==> config.mk <==
export PLATFORM = sky130hd
export DESIGN_NAME = comb_sched
export DESIGN_NICKNAME = d
export VERILOG_FILES = /design/src/rtl/comb_pkg.sv /design/src/rtl/rr_arbiter.sv /design/src/rtl/comb_sched.sv
export SDC_FILE = /design/constraint.sdc
export NUM_CORES = 1
export LEC_CHECK = 0
export CAP_MARGIN = 25
export CORE_ASPECT_RATIO = 1.25
export CORE_MARGIN = 5
export CORE_UTILIZATION = 54
export CTS_BUF_LIST = sky130_fd_sc_hd__clkbuf_16
export DETAILED_ROUTE_END_ITERATION = 6
export HOLD_SLACK_MARGIN = 0.05
export PLACE_DENSITY = 0.91
export SLEW_MARGIN = 20
export SYNTH_ARGS = -nofsm -noshare
export SYNTH_HDL_FRONTEND = slang
export SYNTH_HIERARCHICAL = 1
export SYNTH_SLANG_ARGS = --single-unit
==> constraint.sdc <==
create_clock -name clk -period 11.5 [get_ports clk]
set_input_delay 2.3 -clock clk [delete_from_list [all_inputs] [get_ports clk]]
set_output_delay 2.3 -clock clk [all_outputs]
set_load 0.02 [all_outputs]
==> src/rtl/comb_pkg.sv <==
// Shared types and constants for the combination-engine scheduler.
package comb_pkg;

   localparam int unsigned W_ARG   = 4;
   localparam int unsigned W_RES   = 13;
   localparam int unsigned W_WDOG  = 16;
   localparam logic [15:0] TMO_DEF = 16'd4095;

   typedef enum logic [2:0] {
      ST_IDLE,
      ST_ISSUE,
      ST_ARM,
      ST_WAIT,
      ST_RESP
   } state_e;

endpackage

==> src/rtl/rr_arbiter.sv <==
// Combinational round-robin arbiter: the first active request at or after ptr wins.
module rr_arbiter #(
   parameter int unsigned NREQ = 4,
   parameter int unsigned IW   = (NREQ > 1) ? $clog2(NREQ) : 1
) (
   input  logic [NREQ-1:0] req,
   input  logic [IW-1:0]   ptr,
   output logic [NREQ-1:0] gnt,
   output logic [IW-1:0]   gnt_id
);

   int unsigned idx;
   logic [IW-1:0] sel;
   logic found;

   always_comb begin
      gnt    = '0;
      gnt_id = '0;
      found  = 1'b0;
      idx    = 0;
      sel    = '0;
      for (int unsigned i = 0; i < NREQ; i++) begin
         idx = 32'(ptr) + i;
         if (idx >= NREQ) idx = idx - NREQ;
         sel = IW'(idx);
         if (!found && req[sel]) begin
            found    = 1'b1;
            gnt[sel] = 1'b1;
            gnt_id   = sel;
         end
      end
   end

endmodule

==> src/rtl/comb_sched.sv <==
// Round-robin scheduler sharing one external C(n,m) engine among NREQ requesters,
// with an m>n bypass, stale-done guard cycle and a per-job watchdog.
module comb_sched
   import comb_pkg::*;
#(
   parameter int unsigned NREQ = 4,
   parameter logic [15:0] TMO  = TMO_DEF
) (
   input  logic                    clk,
   input  logic                    rst,
   input  logic [NREQ-1:0]         req,
   input  logic [W_ARG*NREQ-1:0]   req_m,
   input  logic [W_ARG*NREQ-1:0]   req_n,
   output logic [NREQ-1:0]         ack,
   output logic [W_RES-1:0]        result,
   output logic                    err,
   output logic                    busy,
   output logic                    eng_start,
   output logic [W_ARG-1:0]        eng_m,
   output logic [W_ARG-1:0]        eng_n,
   input  logic                    eng_done,
   input  logic [W_RES-1:0]        eng_result
);

   localparam int unsigned IW = (NREQ > 1) ? $clog2(NREQ) : 1;

   state_e            state_q, state_d;
   logic [IW-1:0]     ptr_q, ptr_d;
   logic [IW-1:0]     gid_q, gid_d;
   logic [W_WDOG-1:0] wdog_q, wdog_d;
   logic [NREQ-1:0]   ack_q, ack_d;
   logic [W_RES-1:0]  result_q, result_d;
   logic              err_q, err_d;
   logic              busy_q, busy_d;
   logic              eng_start_q, eng_start_d;
   logic [W_ARG-1:0]  eng_m_q, eng_m_d;
   logic [W_ARG-1:0]  eng_n_q, eng_n_d;

   logic [NREQ-1:0]   gnt;
   logic [IW-1:0]     gnt_id;
   logic              grant_c;
   logic [W_ARG-1:0]  m_sel_c, n_sel_c;
   logic              bypass_c;
   logic              wdog_hit_c;
   logic [NREQ-1:0]   gid_onehot_c;

   rr_arbiter #(.NREQ(NREQ), .IW(IW)) u_arb (
      .req    (req),
      .ptr    (ptr_q),
      .gnt    (gnt),
      .gnt_id (gnt_id)
   );

   assign grant_c      = |gnt;
   assign m_sel_c      = req_m[W_ARG*gnt_id +: W_ARG];
   assign n_sel_c      = req_n[W_ARG*gnt_id +: W_ARG];
   assign bypass_c     = eng_m_q > eng_n_q;
   assign wdog_hit_c   = (wdog_q + 16'd1) == TMO;
   assign gid_onehot_c = NREQ'(1) << gid_q;

   // State and all registered outputs
   always_ff @(posedge clk) begin
      if (!rst) begin
         state_q     <= ST_IDLE;
         ptr_q       <= '0;
         gid_q       <= '0;
         wdog_q      <= '0;
         ack_q       <= '0;
         result_q    <= '0;
         err_q       <= 1'b0;
         busy_q      <= 1'b0;
         eng_start_q <= 1'b0;
         eng_m_q     <= '0;
         eng_n_q     <= '0;
      end else begin
         state_q     <= state_d;
         ptr_q       <= ptr_d;
         gid_q       <= gid_d;
         wdog_q      <= wdog_d;
         ack_q       <= ack_d;
         result_q    <= result_d;
         err_q       <= err_d;
         busy_q      <= busy_d;
         eng_start_q <= eng_start_d;
         eng_m_q     <= eng_m_d;
         eng_n_q     <= eng_n_d;
      end
   end

   // Next-state logic
   always_comb begin
      state_d = state_q;
      case (state_q)
         ST_IDLE:  if (grant_c) state_d = ST_ISSUE;
         ST_ISSUE: state_d = bypass_c ? ST_RESP : ST_ARM;
         ST_ARM:   state_d = ST_WAIT;
         ST_WAIT:  if (eng_done || wdog_hit_c) state_d = ST_RESP;
         ST_RESP:  state_d = ST_IDLE;
         default:  state_d = ST_IDLE;
      endcase
   end

   // Output and datapath next values; ack/result/err are loaded on entry to RESP
   always_comb begin
      ptr_d       = ptr_q;
      gid_d       = gid_q;
      wdog_d      = wdog_q;
      ack_d       = '0;
      result_d    = result_q;
      err_d       = err_q;
      busy_d      = state_d != ST_IDLE;
      eng_start_d = 1'b0;
      eng_m_d     = eng_m_q;
      eng_n_d     = eng_n_q;
      case (state_q)
         ST_IDLE: begin
            if (grant_c) begin
               gid_d       = gnt_id;
               eng_m_d     = m_sel_c;
               eng_n_d     = n_sel_c;
               eng_start_d = !(m_sel_c > n_sel_c);
            end
         end
         ST_ISSUE: begin
            wdog_d = '0;
            if (bypass_c) begin
               result_d = '0;
               err_d    = 1'b0;
               ack_d    = gid_onehot_c;
            end
         end
         ST_WAIT: begin
            wdog_d = wdog_q + 16'd1;
            if (eng_done) begin
               result_d = eng_result;
               err_d    = 1'b0;
               ack_d    = gid_onehot_c;
            end else if (wdog_hit_c) begin
               result_d = '0;
               err_d    = 1'b1;
               ack_d    = gid_onehot_c;
            end
         end
         ST_RESP: begin
            if (32'(gid_q) == NREQ - 1) ptr_d = '0;
            else                        ptr_d = gid_q + IW'(1);
         end
         default: ;
      endcase
   end

   assign ack       = ack_q;
   assign result    = result_q;
   assign err       = err_q;
   assign busy      = busy_q;
   assign eng_start = eng_start_q;
   assign eng_m     = eng_m_q;
   assign eng_n     = eng_n_q;

endmodule

* Yosys cells after proc, flatten, opt, wreduce, memory -nomap -nowiden
Index checks and enable logic that the tools add are counted.
Cells by class: $add $sub $neg 9, multipliers 0, div/mod/pow operators 0, order comparisons 14, equal/unequal tests 8, shift operators 3, mux-type cells 49, bitwise logic cells 3, reduce and logical (&&, ||, !) cells 19
Operators with widths (count):
- two-way mux 13 bit | 3
- one-hot mux 16 bit (2 select lines) | 1
- variable part select 16 x 5 -> 4 bit | 2
- two-way mux 4 bit | 7
- one-hot mux 13 bit (2 select lines) | 1
- two-way mux 2 bit | 9
- adder 16 x 1 -> 16 bit (second input constant) | 1
- equality test 16 x 12 -> 1 bit (second input constant) | 1
- two-way mux 1 bit | 14
- less-than comparator 2 x 3 -> 1 bit (second input constant) | 4
- OR 4 bit | 3
- one-hot mux 3 bit (4 select lines) | 1
- >= comparator 3 bit (second input constant) | 3
- two-way mux 3 bit | 3
- binary-select mux 1 bit (select 2 bit) | 4
- demux 1 bit (select 2 bit) | 4
- >= comparator 2 x 1 -> 1 bit (second input constant) | 4
- greater-than comparator 4 bit | 2
- one-hot mux 4 bit (2 select lines) | 1
- subtractor 2 x 1 -> 2 bit (second input constant) | 4
- logical AND 1 bit | 7
- adder 2 x 2 -> 3 bit (second input constant) | 2
- equality test 3 x 2 -> 1 bit (second input constant) | 2
- AND reduction 3 bit | 2
- other kinds (17) | 20
Word-level totals: bits in registers 51, latch bits 0, memory bits (writable) 0, memory bits (read-only) 0, input bits 52, output and inout bits 28, memories 0

* Logic depth before layout (Yosys ltp)
word-level depth 18, depth in mapped cells 18, gate-level depth less buffers 15

* By module
Netlist, hierarchy kept.
By module, submodules not included:
- comb_sched | instances 1, cells each 288, area each 2773.9 um2
- rr_arbiter | instances 1, cells each 65, area each 489.2 um2

* Worst setup path before layout
Ideal clock, no wire load.
path kind in2reg, from input port req[1], to register eng_start_q, in the netlist eng_start, setup time 80 ps, arrival 5290 ps, required time 11420 ps, slack 6130 ps, stages on the path 14, path through clkbuf_2 -> and3b_1 -> o21ai_0 -> o31ai_1 -> o31a_1 -> clkbuf_1 -> mux4_2 -> ha_1 -> nor2b_1 -> o21ai_0 -> nand2b_1 -> a21oi_1 -> a41oi_1 -> nor3b_1
Between the ends: longest elaborated chain between the ends 15
RTL lines:
- from (decl) | RTL line comb_sched.sv:11 | input logic [NREQ-1:0] req,
- binary-select mux 1 bit (select 2 bit) | RTL line rr_arbiter.sv:26 | if (!found && req[sel]) begin
- two-way mux 1 bit (implied by the code) | RTL line rr_arbiter.sv:26
- two-way mux 1 bit | RTL line rr_arbiter.sv:26
- logical NOT 1 bit | RTL line rr_arbiter.sv:26
- logical AND 1 bit | RTL line rr_arbiter.sv:26
- two-way mux 1 bit | RTL line rr_arbiter.sv:26
- logical NOT 1 bit | RTL line rr_arbiter.sv:26
- logical AND 1 bit | RTL line rr_arbiter.sv:26
- two-way mux 1 bit | RTL line rr_arbiter.sv:26
- logical NOT 1 bit | RTL line rr_arbiter.sv:26
- logical AND 1 bit | RTL line rr_arbiter.sv:26
- two-way mux 2 bit (*) | RTL line rr_arbiter.sv:26
- via gnt_id[0] | RTL line comb_sched.sv:40 | logic [IW-1:0] gnt_id;
- variable part select 16 x 5 -> 4 bit (*) | RTL line comb_sched.sv:55 | assign m_sel_c = req_m[W_ARG*gnt_id +: W_ARG];
- via m_sel_c[1] | RTL line comb_sched.sv:42 | logic [W_ARG-1:0] m_sel_c, n_sel_c;
- greater-than comparator 4 bit (*) | RTL line comb_sched.sv:121 | eng_start_d = !(m_sel_c > n_sel_c);
- logical NOT 1 bit (*) | RTL line comb_sched.sv:121
- to (signal assigned) | RTL line comb_sched.sv:84 | eng_start_q <= eng_start_d;
- to (decl) | RTL line comb_sched.sv:35 | logic eng_start_q, eng_start_d;
Mark *: on every way through the listed nets, which the timed path passes. The rest lies on a longest branch. The select of a mux whose other input is x is not followed. A chain may end at the register's enable or synchronous reset.

* Worst setup path in the final report
Same ends and word-level chain as after synthesis.

==> metrics.cfg <==
[clock_tree]
h-tree-depth = 2
cts-resized-gates = 0
cts.sinks = 51
insertion_delay_ns = 0.29
cts_root_buf = clkbuf_16
ctsHoldBuffers = 0
clk_pin_slew_worst_paths_ns = 0.06
cts_tree = built
clockBufferDepth = 2
post_cts_buffers = 0
cts_made_buffers = 5

[yosys]
async_flop_share = 0
synth_xor_xnor_area_share = 0.01610
synthMuxAreaShare = 0.1097
synth_warnings = 6
synthFlopType = dfxtp_1
synth_compound_area_frac = 0.1672
netlist_instances = 353
synthAdderAreaFrac = 0.07285
synth_top_family_by_area = simple AND/OR/NAND/NOR gates
synthTopCellsByArea = dfxtp_1, mux4_2, ha_1
synth.avg_cell_area_um2 = 9.244
yosysUniqueCellTypes = 61
yosys.area.top_type = dfxtp_1
synth_area_um2 = 3263
synth_edf_count = 0
syn_nets = 424
yosysSeqAreaShare = 0.3129
yosys.area_share.simple = 0.2496
synth_top_cell_area_share = 0.3129
ys_seq_elements = 51

[grt]
overflow = 0
grtUsageTotal = 0.1910
grt_start_max_net_pins = 34
grt_pass1_wl_um = 12300
grt_pass1_vias = 2826
antenna_found_initial = 0

[die]
placementRows = 31
start_util = 0.5571
fp.coreArea_um2 = 5857
ios = 80
die_x_um = 79.53
die_y_um = 96.91
die-area_um2 = 7707

[routing]
finalWirelength_um = 7503
drt-vias-per-instance = 5.821
drt_iter0_drc = 155
dr_total_vias = 2893
dr.pass1.iters = 4
ant_nets = 0
drc = 0
wl_per_cell_um = 15.10

[timing]
maxSlewHeadroom = 0.3276
fin_skew_ns = 0.005675
tightest_slew_ns = 1.005
timing.final.ws_setup_ns = 5.712
rsz0062_at_grt = no
period_needed_ns = 5.788
final-setup-viol-count = 0
tns_ns = 0
finalMaxSlewViolations = 0
period_share = 0.5033
finalHoldViolations = 0
fmax_mhz = 172.8

[min_path]
min_path_cells = 2
hp-class = register to register

[place]
place_ws_ns = 5.391
io_buffers = 79
hpwl_um = 5666
routabilityCongestion = 0.8128

[setup_path]
reg2regPathDepth = 13
end_kind = register
critPathKind = primary input to register
crit_arrival_ns = 5.99
required_ns = 11.71
crit_fanout = 11
worstSetupStartpointType = primary input

[layout]
nets = 486
seq_area_um2 = 1021
syn_to_final_growth_pct = 27.15
fillCellCount = 444
multi_input_area_um2 = 2008
drive_gt1_frac = 0.08434
final_cell_mix = clkdlybuf4s50_1, dfxtp_1, nand2_1
final_common_cell = clkdlybuf4s50_1
antenna_cells = 0

[job]
cap_violations = 0

[power_and_ir_drop]
pwr-share-clk = 0.212
p_leak_nw = 1.549
total_power_uw = 766.7
cellPowerDensity_nw_per_um2 = 184.8
peakVddDrop_v = 0.0001161
internal-power_uw = 476.3
switchingPower_uw = 290.4
power_frac_seq = 0.316
comb_power_share = 0.472
p_sw_frac = 0.3787

[status]
status = completed

[synth_stat cells, types with 2 or more instances]
master	n
and3b_1	2
nor2_1	8
nor3b_1	5
mux2i_1	11
inv_1	17
a22oi_1	2
buf_2	3
o21a_1	3
nand4_4	2
buf_6	5
nor3_1	12
dfxtp_1	51
clkbuf_1	9
clkbuf_2	3
nand4_1	4
or3_1	2
ha_1	19
xor2_1	3
o31ai_1	2
nor4_1	2
a21boi_0	3
and2_1	10
a32o_1	14
nand3_1	5
a31oi_1	2
a221o_2	4
a21oi_1	17
and3_1	7
o21bai_1	2
mux4_2	11
nand2_1	34
nor2b_1	24
nand2b_1	6
xnor2_1	3
o21ai_0	20
[metal layers]
layer / routed length [um] / share of wire / vias up / global-route usage
li1: - / - / 1405 / -
met1: 2832 / 0.38 / 1360 / 0.2066
met2: 3998 / 0.53 / 114 / 0.3576
met3: 509 / 0.068 / 14 / 0.02695
met4: 163 / 0.022 / 0 / 0.08201
met5: 0 / 0 / - / 0
[critical path, stage by stage]
cell and delay, ns:
clkdlybuf4s50_1 0.63, nor3b_1 0.21, o21ai_0 0.10, o31ai_1 0.51, o31a_1 0.58, mux4_2 0.60, ha_1 0.33, nor2b_1 0.13
o21ai_0 0.13, nand2b_1 0.08, a21oi_1 0.15, a41oi_1 0.06, nor3b_1 0.19
[sequential cells by signal (all words and copies together), names as in the netlist]
signal / cells
ack: 4
err: 1
ptr_q: 2
busy: 1
wdog_q: 16
result: 13
eng_n: 4
gid_q: 2
state_q: 3
eng_m: 4
eng_start: 1
[worst paths after layout]
path               end  startpoint  slack, ns
max          eng_start      req[1]       5.71
min                err         err       0.47
max reg2reg  eng_start    ptr_q[0]       7.14
min reg2reg        err         err       0.47
[power groups by stage]
stage	Clock [mW]	Combinational (mW)	Sequential, mW
2_1_floorplan	0	0.248	0.251
3_3_place_gp	0	0.343	0.243
3_5_place_dp	0	0.357	0.245
4_1_cts	0.165	0.364	0.241
5_1_grt	0.173	0.401	0.246
6_report	0.163	0.362	0.242
[cell type report]
cell class                 count  area share
clock buffer                   5     0.03016
clock inverter                 2    0.009047
inverter                      17     0.01538
multi-input combinational    261      0.4840
sequential                    51      0.2461
tap                           82     0.02473
timing repair buffer          79      0.1906
[through the flow]
stage / hold WS, ns / instance area (um^2) / utilization / instances
after floorplan: 0.4882 / 3263 / - / 353
after global placement: 0.4484 / 3986 / 0.6806 / 490
after detailed placement: 0.4621 / 3986 / 0.6806 / 490
after CTS: 0.4718 / 4149 / 0.7084 / 497
after global routing: 0.5020 / 4149 / 0.7084 / 497
final: 0.4710 / 4149 / 0.7084 / 497
[kinds of logic after synthesis]
group | Yosys count
AND/OR/NAND/NOR | 136
buffers and inverters | 41
XOR/XNOR | 6
adder cells (fa/ha/maj) | 19
multiplexers | 22
AO/OA/AOI/OAI | 78
flip-flops | 51
Power figures use the tool's default switching activity.
